`src/rtl/csa_pkg.sv`:
```
// -----------------------------------------------------------------------------
// csa_pkg
// Shared definitions for the triple collector: operand and result widths and
// the collector FSM state encoding.
// Ports: none (package).
// -----------------------------------------------------------------------------
package csa_pkg;

    localparam int OPW  = 4;    // operand width
    localparam int SUMW = 6;    // result width, 3 * 15 = 45 needs 6 bits

    typedef enum logic [1:0] {
        EMPTY = 2'd0,
        ONE   = 2'd1,
        TWO   = 2'd2,
        FULL  = 2'd3
    } csa_state_t;

endpackage

```
`src/rtl/csa_triple_collector_if.sv`:
```
// -----------------------------------------------------------------------------
// csa_triple_collector_if
// Operand input handshake and sum output handshake of the triple collector.
// Signals:
//   in_valid / in_ready / in_data    : operand stream into the collector
//   out_valid / out_ready / out_sum  : triple-sum stream out of the collector
// Modports:
//   master : drives operands, consumes sums (testbench / upstream logic)
//   slave  : the collector itself
// -----------------------------------------------------------------------------
interface csa_triple_collector_if;
    import csa_pkg::*;

    logic            in_valid;
    logic            in_ready;
    logic [OPW-1:0]  in_data;
    logic            out_valid;
    logic            out_ready;
    logic [SUMW-1:0] out_sum;

    modport master (
        output in_valid,
        output in_data,
        output out_ready,
        input  in_ready,
        input  out_valid,
        input  out_sum
    );

    modport slave (
        input  in_valid,
        input  in_data,
        input  out_ready,
        output in_ready,
        output out_valid,
        output out_sum
    );

endinterface

```
`src/rtl/csa_compress.sv`:
```
// -----------------------------------------------------------------------------
// csa_compress
// Combinational three-operand adder: one 3:2 carry-save row followed by a
// carry-propagate add. The top carry is kept, so the full 0..45 range fits.
// Ports:
//   i_a, i_b, i_c : 4-bit unsigned operands
//   o_sum         : 6-bit exact sum
// -----------------------------------------------------------------------------
module csa_compress
    import csa_pkg::*;
(
    input  logic [OPW-1:0]  i_a,
    input  logic [OPW-1:0]  i_b,
    input  logic [OPW-1:0]  i_c,
    output logic [SUMW-1:0] o_sum
);

    logic [OPW-1:0] w_s;
    logic [OPW-1:0] w_cy;

    assign w_s  = i_a ^ i_b ^ i_c;
    assign w_cy = (i_a & i_b) | (i_a & i_c) | (i_b & i_c);

    // Carry vector carries weight 2, hence the one-bit left shift.
    assign o_sum = {2'b00, w_s} + {1'b0, w_cy, 1'b0};

endmodule

```
`src/rtl/csa_triple_collector.sv`:
```
// -----------------------------------------------------------------------------
// csa_triple_collector
// Collects three operands (slots A, B, C) from a valid/ready stream and
// presents their exact sum on a valid/ready output. A new operand can be
// accepted on the same edge that the pending sum is handed off.
// Ports:
//   clk   : clock, rising edge
//   rst   : asynchronous active-high reset
//   bus   : csa_triple_collector_if.slave (operand in, sum out)
//   flush : close a partial triple, zero-filling empty slots
//           (present only when CSA_COLLECT_FLUSH_EN is defined)
// Configuration macro: CSA_COLLECT_FLUSH_EN
//
// state | meaning
// EMPTY | no operand held
// ONE   | A held
// TWO   | A, B held
// FULL  | A, B, C held, sum pending on output
// -----------------------------------------------------------------------------
module csa_triple_collector
    import csa_pkg::*;
(
    input  logic                  clk,
    input  logic                  rst,
`ifdef CSA_COLLECT_FLUSH_EN
    input  logic                  flush,
`endif
    csa_triple_collector_if.slave bus
);

    csa_state_t      r_state;
    logic            r_out_valid;
    logic [OPW-1:0]  r_a;
    logic [OPW-1:0]  r_b;
    logic [OPW-1:0]  r_c;
    logic            w_flush;
    logic            w_acc;
    logic [SUMW-1:0] w_sum;

`ifdef CSA_COLLECT_FLUSH_EN
    assign w_flush = flush;
`else
    assign w_flush = 1'b0;
`endif

    // In FULL the slot frees up only when the sum leaves on the same edge.
    assign bus.in_ready  = (r_state != FULL) || bus.out_ready;
    assign w_acc         = bus.in_valid && bus.in_ready;
    assign bus.out_valid = r_out_valid;
    assign bus.out_sum   = r_out_valid ? w_sum : '0;

    csa_compress u_compress (
        .i_a   (r_a),
        .i_b   (r_b),
        .i_c   (r_c),
        .o_sum (w_sum)
    );

    always_ff @(posedge clk or posedge rst) begin
        if (rst) begin
            r_state     <= EMPTY;
            r_out_valid <= 1'b0;
            r_a         <= '0;
            r_b         <= '0;
            r_c         <= '0;
        end else begin
            case (r_state)
                EMPTY: begin
                    if (w_acc) begin
                        r_a <= bus.in_data;
                        if (w_flush) begin
                            r_b         <= '0;
                            r_c         <= '0;
                            r_state     <= FULL;
                            r_out_valid <= 1'b1;
                        end else begin
                            r_state <= ONE;
                        end
                    end
                end
                ONE: begin
                    if (w_acc) begin
                        r_b <= bus.in_data;
                        if (w_flush) begin
                            r_c         <= '0;
                            r_state     <= FULL;
                            r_out_valid <= 1'b1;
                        end else begin
                            r_state <= TWO;
                        end
                    end else if (w_flush) begin
                        r_b         <= '0;
                        r_c         <= '0;
                        r_state     <= FULL;
                        r_out_valid <= 1'b1;
                    end
                end
                TWO: begin
                    if (w_acc || w_flush) begin
                        r_c         <= w_acc ? bus.in_data : '0;
                        r_state     <= FULL;
                        r_out_valid <= 1'b1;
                    end
                end
                FULL: begin
                    if (bus.out_ready) begin
                        r_out_valid <= 1'b0;
                        if (bus.in_valid) begin
                            r_a     <= bus.in_data;
                            r_state <= ONE;
                        end else begin
                            r_state <= EMPTY;
                        end
                    end
                end
                default: begin
                    r_state     <= EMPTY;
                    r_out_valid <= 1'b0;
                end
            endcase
        end
    end

endmodule

```
`src/flat_wrapper.sv`:
```
// flat-port wrapper written by rule: the top's interface ports become plain ports
module csa_triple_collector_flat import csa_pkg::*;
  (clk, rst, bus_in_valid, bus_in_data, bus_out_ready, bus_in_ready, bus_out_valid, bus_out_sum);
  csa_triple_collector_if bus_i ();
  input  logic clk;
  input  logic rst;
  input wire logic [$bits(bus_i.in_valid)-1:0] bus_in_valid;
  input wire logic [$bits(bus_i.in_data)-1:0] bus_in_data;
  input wire logic [$bits(bus_i.out_ready)-1:0] bus_out_ready;
  output wire logic [$bits(bus_i.in_ready)-1:0] bus_in_ready;
  output wire logic [$bits(bus_i.out_valid)-1:0] bus_out_valid;
  output wire logic [$bits(bus_i.out_sum)-1:0] bus_out_sum;
  assign bus_i.in_valid = bus_in_valid;
  assign bus_i.in_data = bus_in_data;
  assign bus_i.out_ready = bus_out_ready;
  assign bus_in_ready = bus_i.in_ready;
  assign bus_out_valid = bus_i.out_valid;
  assign bus_out_sum = bus_i.out_sum;
  csa_triple_collector u_core (.clk(clk), .rst(rst), .bus(bus_i));
endmodule
```
`config.mk`:
```
export PLATFORM = sky130hd
export DESIGN_NAME = csa_triple_collector_flat
export DESIGN_NICKNAME = d
export VERILOG_FILES = /design/src/rtl/csa_pkg.sv /design/src/rtl/csa_triple_collector_if.sv /design/src/rtl/csa_compress.sv /design/src/rtl/csa_triple_collector.sv /design/src/flat_wrapper.sv
export SDC_FILE = /design/constraint.sdc
export NUM_CORES = 1
export LEC_CHECK = 0
export ABC_AREA = 0
export CORE_MARGIN = 2
export CORE_UTILIZATION = 35
export CTS_BUF_LIST = sky130_fd_sc_hd__clkbuf_2
export DETAILED_ROUTE_END_ITERATION = 7
export DONT_BUFFER_PORTS = 1
export PLACE_DENSITY = 0.62
export SYNTH_ARGS = -nofsm -noshare
export SYNTH_HDL_FRONTEND = slang
export SYNTH_SLANG_ARGS = --single-unit
```
`constraint.sdc`:
```
create_clock -name clk -period 2.2 [get_ports clk]
set_clock_uncertainty 0.05 [all_clocks]
set_input_delay 0.33 -clock clk [delete_from_list [all_inputs] [get_ports clk]]
set_output_delay 0.33 -clock clk [all_outputs]
set_load 0.03 [all_outputs]
```
### Yosys cells after proc, flatten, opt, wreduce, memory -nomap -nowiden

Index checks and enable logic that the tools add are counted.

* bits in registers: 15
* bits in latches: 0
* RAM bits: 0
* bits in read-only memories: 0
* input port bits: 8
* logic and storage cells: 47
* memories kept: 0

* $add $sub $neg: 1
* multiply operators: 0
* div/mod/pow operators: 0
* $lt $le $gt $ge: 0
* equality and inequality tests: 9
* shift-type cells: 0
* mux-type cells: 14
* bitwise operators: 8
* reductions and logical operators: 10

Operators with widths (count)
* AND 4 bit: 3
* two-way mux 4 bit: 3
* two-way mux 2 bit: 4
* OR 4 bit: 2
* one-hot mux 2 bit (4 select lines): 1
* one-hot mux 4 bit (2 select lines): 1
* AND reduction 4 bit: 2
* bitwise XOR 4 bit: 2
* adder 4 x 5 -> 6 bit: 1
* two-way mux 6 bit: 1
* != test 2 x 1 -> 1 bit (second input constant): 3
* != test 2 bit (second input constant): 3
* equality test 2 bit (second input constant): 2
* AND reduction 2 bit: 2
* two-way mux 1 bit: 3
* AND reduction 3 bit: 1
* equality test 2 x 1 -> 1 bit (second input constant): 1
* zero test 2 bit: 1
* one-hot mux 1 bit (2 select lines): 1
* nonzero test 2 bit: 1
* OR reduction 2 bit: 1
* logical AND 1 bit: 1
* logical OR 1 bit: 1
* NOT 1 bit: 1

### Longest topological paths before layout

* depth after elaboration: 5
* gate-level depth with buffers: 9
* depth with buffers taken out: 9

### Modules after synthesis

From an unflattened synthesis, not the netlist that was laid out.

* cell total of the unflattened synthesis: 84
* area, all modules: 950.9 um^2

Modules (own cells, without submodules)
* csa_triple_collector: instances 1, cells each 56, area an instance 718.2 um^2, sequential area each 375.4 um^2
* csa_compress: instances 1, cells each 28, area an instance 232.7 um^2, sequential area each 0.0 um^2

### Worst setup path before layout

Ideal clock, no wire load.

* path kind: flip-flop to output port
* start point: register u_core.r_c[2]
* end point: output port bus_out_sum[4]
* arrival time: 2.079 ns
* required time: 1.820 ns
* path slack: -0.259 ns
* stages on the path, launching flop included: 6
* buffers on the path: 0
* cell sequence: dfrtp_1 fa_1 ha_1 a21o_1 a21oi_1 mux2i_1

* word-level cells in the longest chain between the ends: 5
* elaborated cells between the ends (all ways): 7

RTL lines
* start, declared: line csa_triple_collector.sv:35 `logic [OPW-1:0] r_c;`
* start signal, assigned: line csa_triple_collector.sv:100 `r_c <= w_acc ? bus.in_data : '0;`
* AND 4 bit: line csa_compress.sv:22 `assign w_cy = (i_a & i_b) | (i_a & i_c) | (i_b & i_c);`
* OR 4 bit (2 in a row): line csa_compress.sv:22
* adder 4 x 5 -> 6 bit (*): line csa_compress.sv:25 `assign o_sum = {2'b00, w_s} + {1'b0, w_cy, 1'b0};`
* two-way mux 6 bit (*): line csa_triple_collector.sv:50 `assign bus.out_sum = r_out_valid ? w_sum : '0;`
* end, declared: line flat_wrapper.sv:12 `output wire logic [$bits(bus_i.out_sum)-1:0] bus_out_sum;`

Mark *: on every way between the ends. The rest lies on a longest branch, timed or not.

### Worst setup path in the final report

* start point: register u_core.r_b[2]
* end point: output port bus_out_sum[4]

* word-level cells in the longest chain between the ends: 5
* elaborated cells between the ends (all ways): 8

RTL lines
* start, declared: line csa_triple_collector.sv:34 `logic [OPW-1:0] r_b;`
* start signal, assigned: line csa_triple_collector.sv:83 `r_b <= bus.in_data;`
* AND 4 bit: line csa_compress.sv:22
* OR 4 bit (2 in a row): line csa_compress.sv:22
* adder 4 x 5 -> 6 bit (*): line csa_compress.sv:25
* two-way mux 6 bit (*): line csa_triple_collector.sv:50

Marks and branches as above.

==> results_dict.tcl <==
set metrics [dict create \
    run_status "finished with violations" \
    violations "setup timing" \
    syn_nets 98 \
    synth_area_um2 961 \
    placedCellCount 111 \
    tightestPinTransition_ns 0.588 \
    synth_adder_area_share_pct 19.5 \
    ys_types 25 \
    max_stage_delay_ns 0.56 \
    clock_path_buffers 2 \
    min_path_cells 1 \
    synth_top_area_cell "dfrtp_1" \
    utilization_pct 44.1 \
    crit_path_start_kind "flop" \
    period_needed_ns 2.61 \
    cts_inserted_buffers 3 \
    synth_cells 78 \
    r2r_end "u_core.r_a[1]" \
    path_depth 5 \
    synthMuxAreaShare_pct 19.4 \
    std_cell_rows 18 \
    synth_xor_area_share_pct 0.911 \
    yosys_warnings 0 \
    synthTopCellsByCount "dfrtp_1, inv_1, mux2_1, ha_1" \
    gp_congestion 0.763 \
    layout.nets 108 \
    fin_ws_ns -0.405 \
    final_cell_area_um2 1120 \
    vias_per_cell 4.89 \
    syn_avg_cell_area_um2 12.3 \
    die_x_um 56.4 \
    initial_utilization_pct 37.8 \
    ys_top_cells_by_area "dfrtp_1, mux2_1, fa_1, ha_1, mux2_4" \
    min_period_over_period_pct 118 \
    cp-end-kind "output pin" \
    wl_um 1610 \
    drive_gt1_share_pct 37.9 \
    path_cells "fa_1 -> ha_1 -> a21o_1 -> a21oi_2 -> mux2i_4" \
    cp_data_required_time_ns 1.82 \
    ys_async_sr_fraction_pct 100 \
    ys_seq_area_share_pct 39.1 \
    cts_tree "done" \
    antenna_found_initial 0 \
    yosys.area.top_type_share_pct 39.1 \
    rr_worst_depth 5 \
    dr.pass1.iters 2 \
    dpl-instance-area_um2 1060 \
    synthFlopType "dfrtp_1" \
    cap_violations 0 \
    core_area_um2 2540 \
    hold_start "bus_in_data[0]" \
    clk_latency_ns 0.28 \
    ant_nets 0 \
    finalNonFillerCells 117 \
    fmax_ghz 0.384 \
    rsz0062_at_grt "yes" \
    crit_slowest_cell "fa_1" \
    r2r-start "u_core.r_state[0]" \
    portBuffers 0 \
    clkTransAtPathRegs_ns 0.15 \
    drtIter0Drc 6 \
    grt_pass1_wl_um 2790 \
    grt_max_degree 16 \
    drc 0 \
    crit_type "reg2out" \
    synth-seq-cells 15 \
    cts_max_level 1 \
    via_count 572 \
    synth_edf_count 0 \
    crit_buf_inv 0 \
    hold_class "in2reg" \
    setup_violations 4 \
    n_antenna_cell 0 \
    max_slew_margin_pct 60.7 \
    yosysMostFrequentCell "dfrtp_1" \
    hold_viol_final 0 \
    grt_pass1_vias 591 \
    wl_per_cell_um 13.8 \
    die_y_um 56.4 \
    clock-sinks 15 \
    detailed_place_hpwl_um 1310 \
    crit_arrival_ns 2.23 \
    overflow 0 \
    path_delay_family "adder cells" \
    crit_fanout 2 \
    grtUsageTotal_pct 11.6 \
    min_to "u_core.r_b[0]" \
    reg2reg_slack_ns 0.55 \
    synth_compound_area_share_pct 6.12 \
    synth_top_family_by_area "adder cells" \
    drv_slew 0 \
    synthToLayoutAreaGrowth_pct 16.7 \
    dieArea_um2 3180 \
    cts-root-buf "clkbuf_2" \
    ios 16 \
    synthSimpleGateAreaFrac_pct 10.7 \
]
[routing by layer]
| layer | global-route usage [%] | routed length (um) | vias to the layer above |
|---|---|---|---|
| li1 | - | - | 283 |
| met1 | 14.2 | 754 | 277 |
| met2 | 18.7 | 753 | 12 |
| met3 | 5.53 | 103 | 0 |
| met4 | 2.04 | 0 | 0 |
| met5 | 0 | 0 | - |
[worst max-delay path by stage]
stage | from | to | slack (ns)
after CTS | u_core.r_c[2] | bus_out_sum[4] | -0.45
final | u_core.r_b[2] | bus_out_sum[4] | -0.41
after floorplan | u_core.r_a[2] | bus_out_sum[4] | -0.03
after global placement | u_core.r_a[2] | bus_out_sum[4] | -0.08
after detailed placement | u_core.r_c[1] | bus_out_sum[4] | -0.12
after global routing | u_core.r_a[1] | bus_out_sum[4] | -0.52
[logic make-up after synthesis]
family | Yosys count
mux | 15
buf+inv | 11
simple gates | 16
fa+ha+maj | 12
xor+xnor | 1
compound gates | 8
flops | 15
[registers in the layout, summed over array words and instances, names as in the netlist]
register,cells
u_core.bus.out_valid,1
u_core.r_a,4
u_core.r_b,4
u_core.r_c,4
u_core.r_state,2
[repair_timing]
item | CTS | global route
pin swaps | 6 | 3
resized for setup | 10 | 1
hold buffers | 1 | 0
buffers inserted | 1 | 0
endpoints found under the setup margin | 5 | 5
endpoints found under the hold margin | 15 | 0
[per-stage QoR]
| step | hold WS, ns | setup WS, ns | TNS, ns |
|---|---|---|---|
| 3_3_place_gp | 0.258 | -0.0780 | -0.149 |
| 6_report | 0.113 | -0.405 | -1.42 |
| 3_5_place_dp | 0.265 | -0.124 | -0.351 |
| 5_1_grt | 0.0739 | -0.521 | -1.92 |
| 2_1_floorplan | 0.181 | -0.0321 | -0.0552 |
| 4_1_cts | 0.0956 | -0.448 | -1.54 |
[cell usage in the layout, fill, tap and decap left out]
cell	n
nand2b_2	1
nor2_4	1
a21o_1	1
fa_2	1
buf_4	4
a21oi_2	2
xnor2_2	1
nor3_1	1
o2bb2ai_1	1
fa_1	4
and2_4	2
dfrtp_1	15
dlygate4sd3_1	1
a2bb2oi_1	1
and2_1	1
nand2_1	2
nand3_2	2
a211o_2	1
mux2_1	9
o221ai_1	1
mux2_4	5
nand2_4	1
inv_1	6
inv_2	5
ha_4	1
o21ai_1	1
ha_1	6
mux2i_4	1
nor2_1	1
nor2b_4	1
nand3_1	1
nand2b_1	2
clkbuf_2	4
[final cells by class]
type / instances / area (um2)
clock buffer: 4 / 20.0
fill: 236 / 1420
inverter: 11 / 41.3
multi-input combinational: 52 / 607
sequential: 15 / 375
tap: 30 / 37.5
timing repair buffer: 5 / 40.0
Power is left out: the tool's default activity adds up to more than one toggle a clock period on the data nets, which glitch-free logic cannot reach.
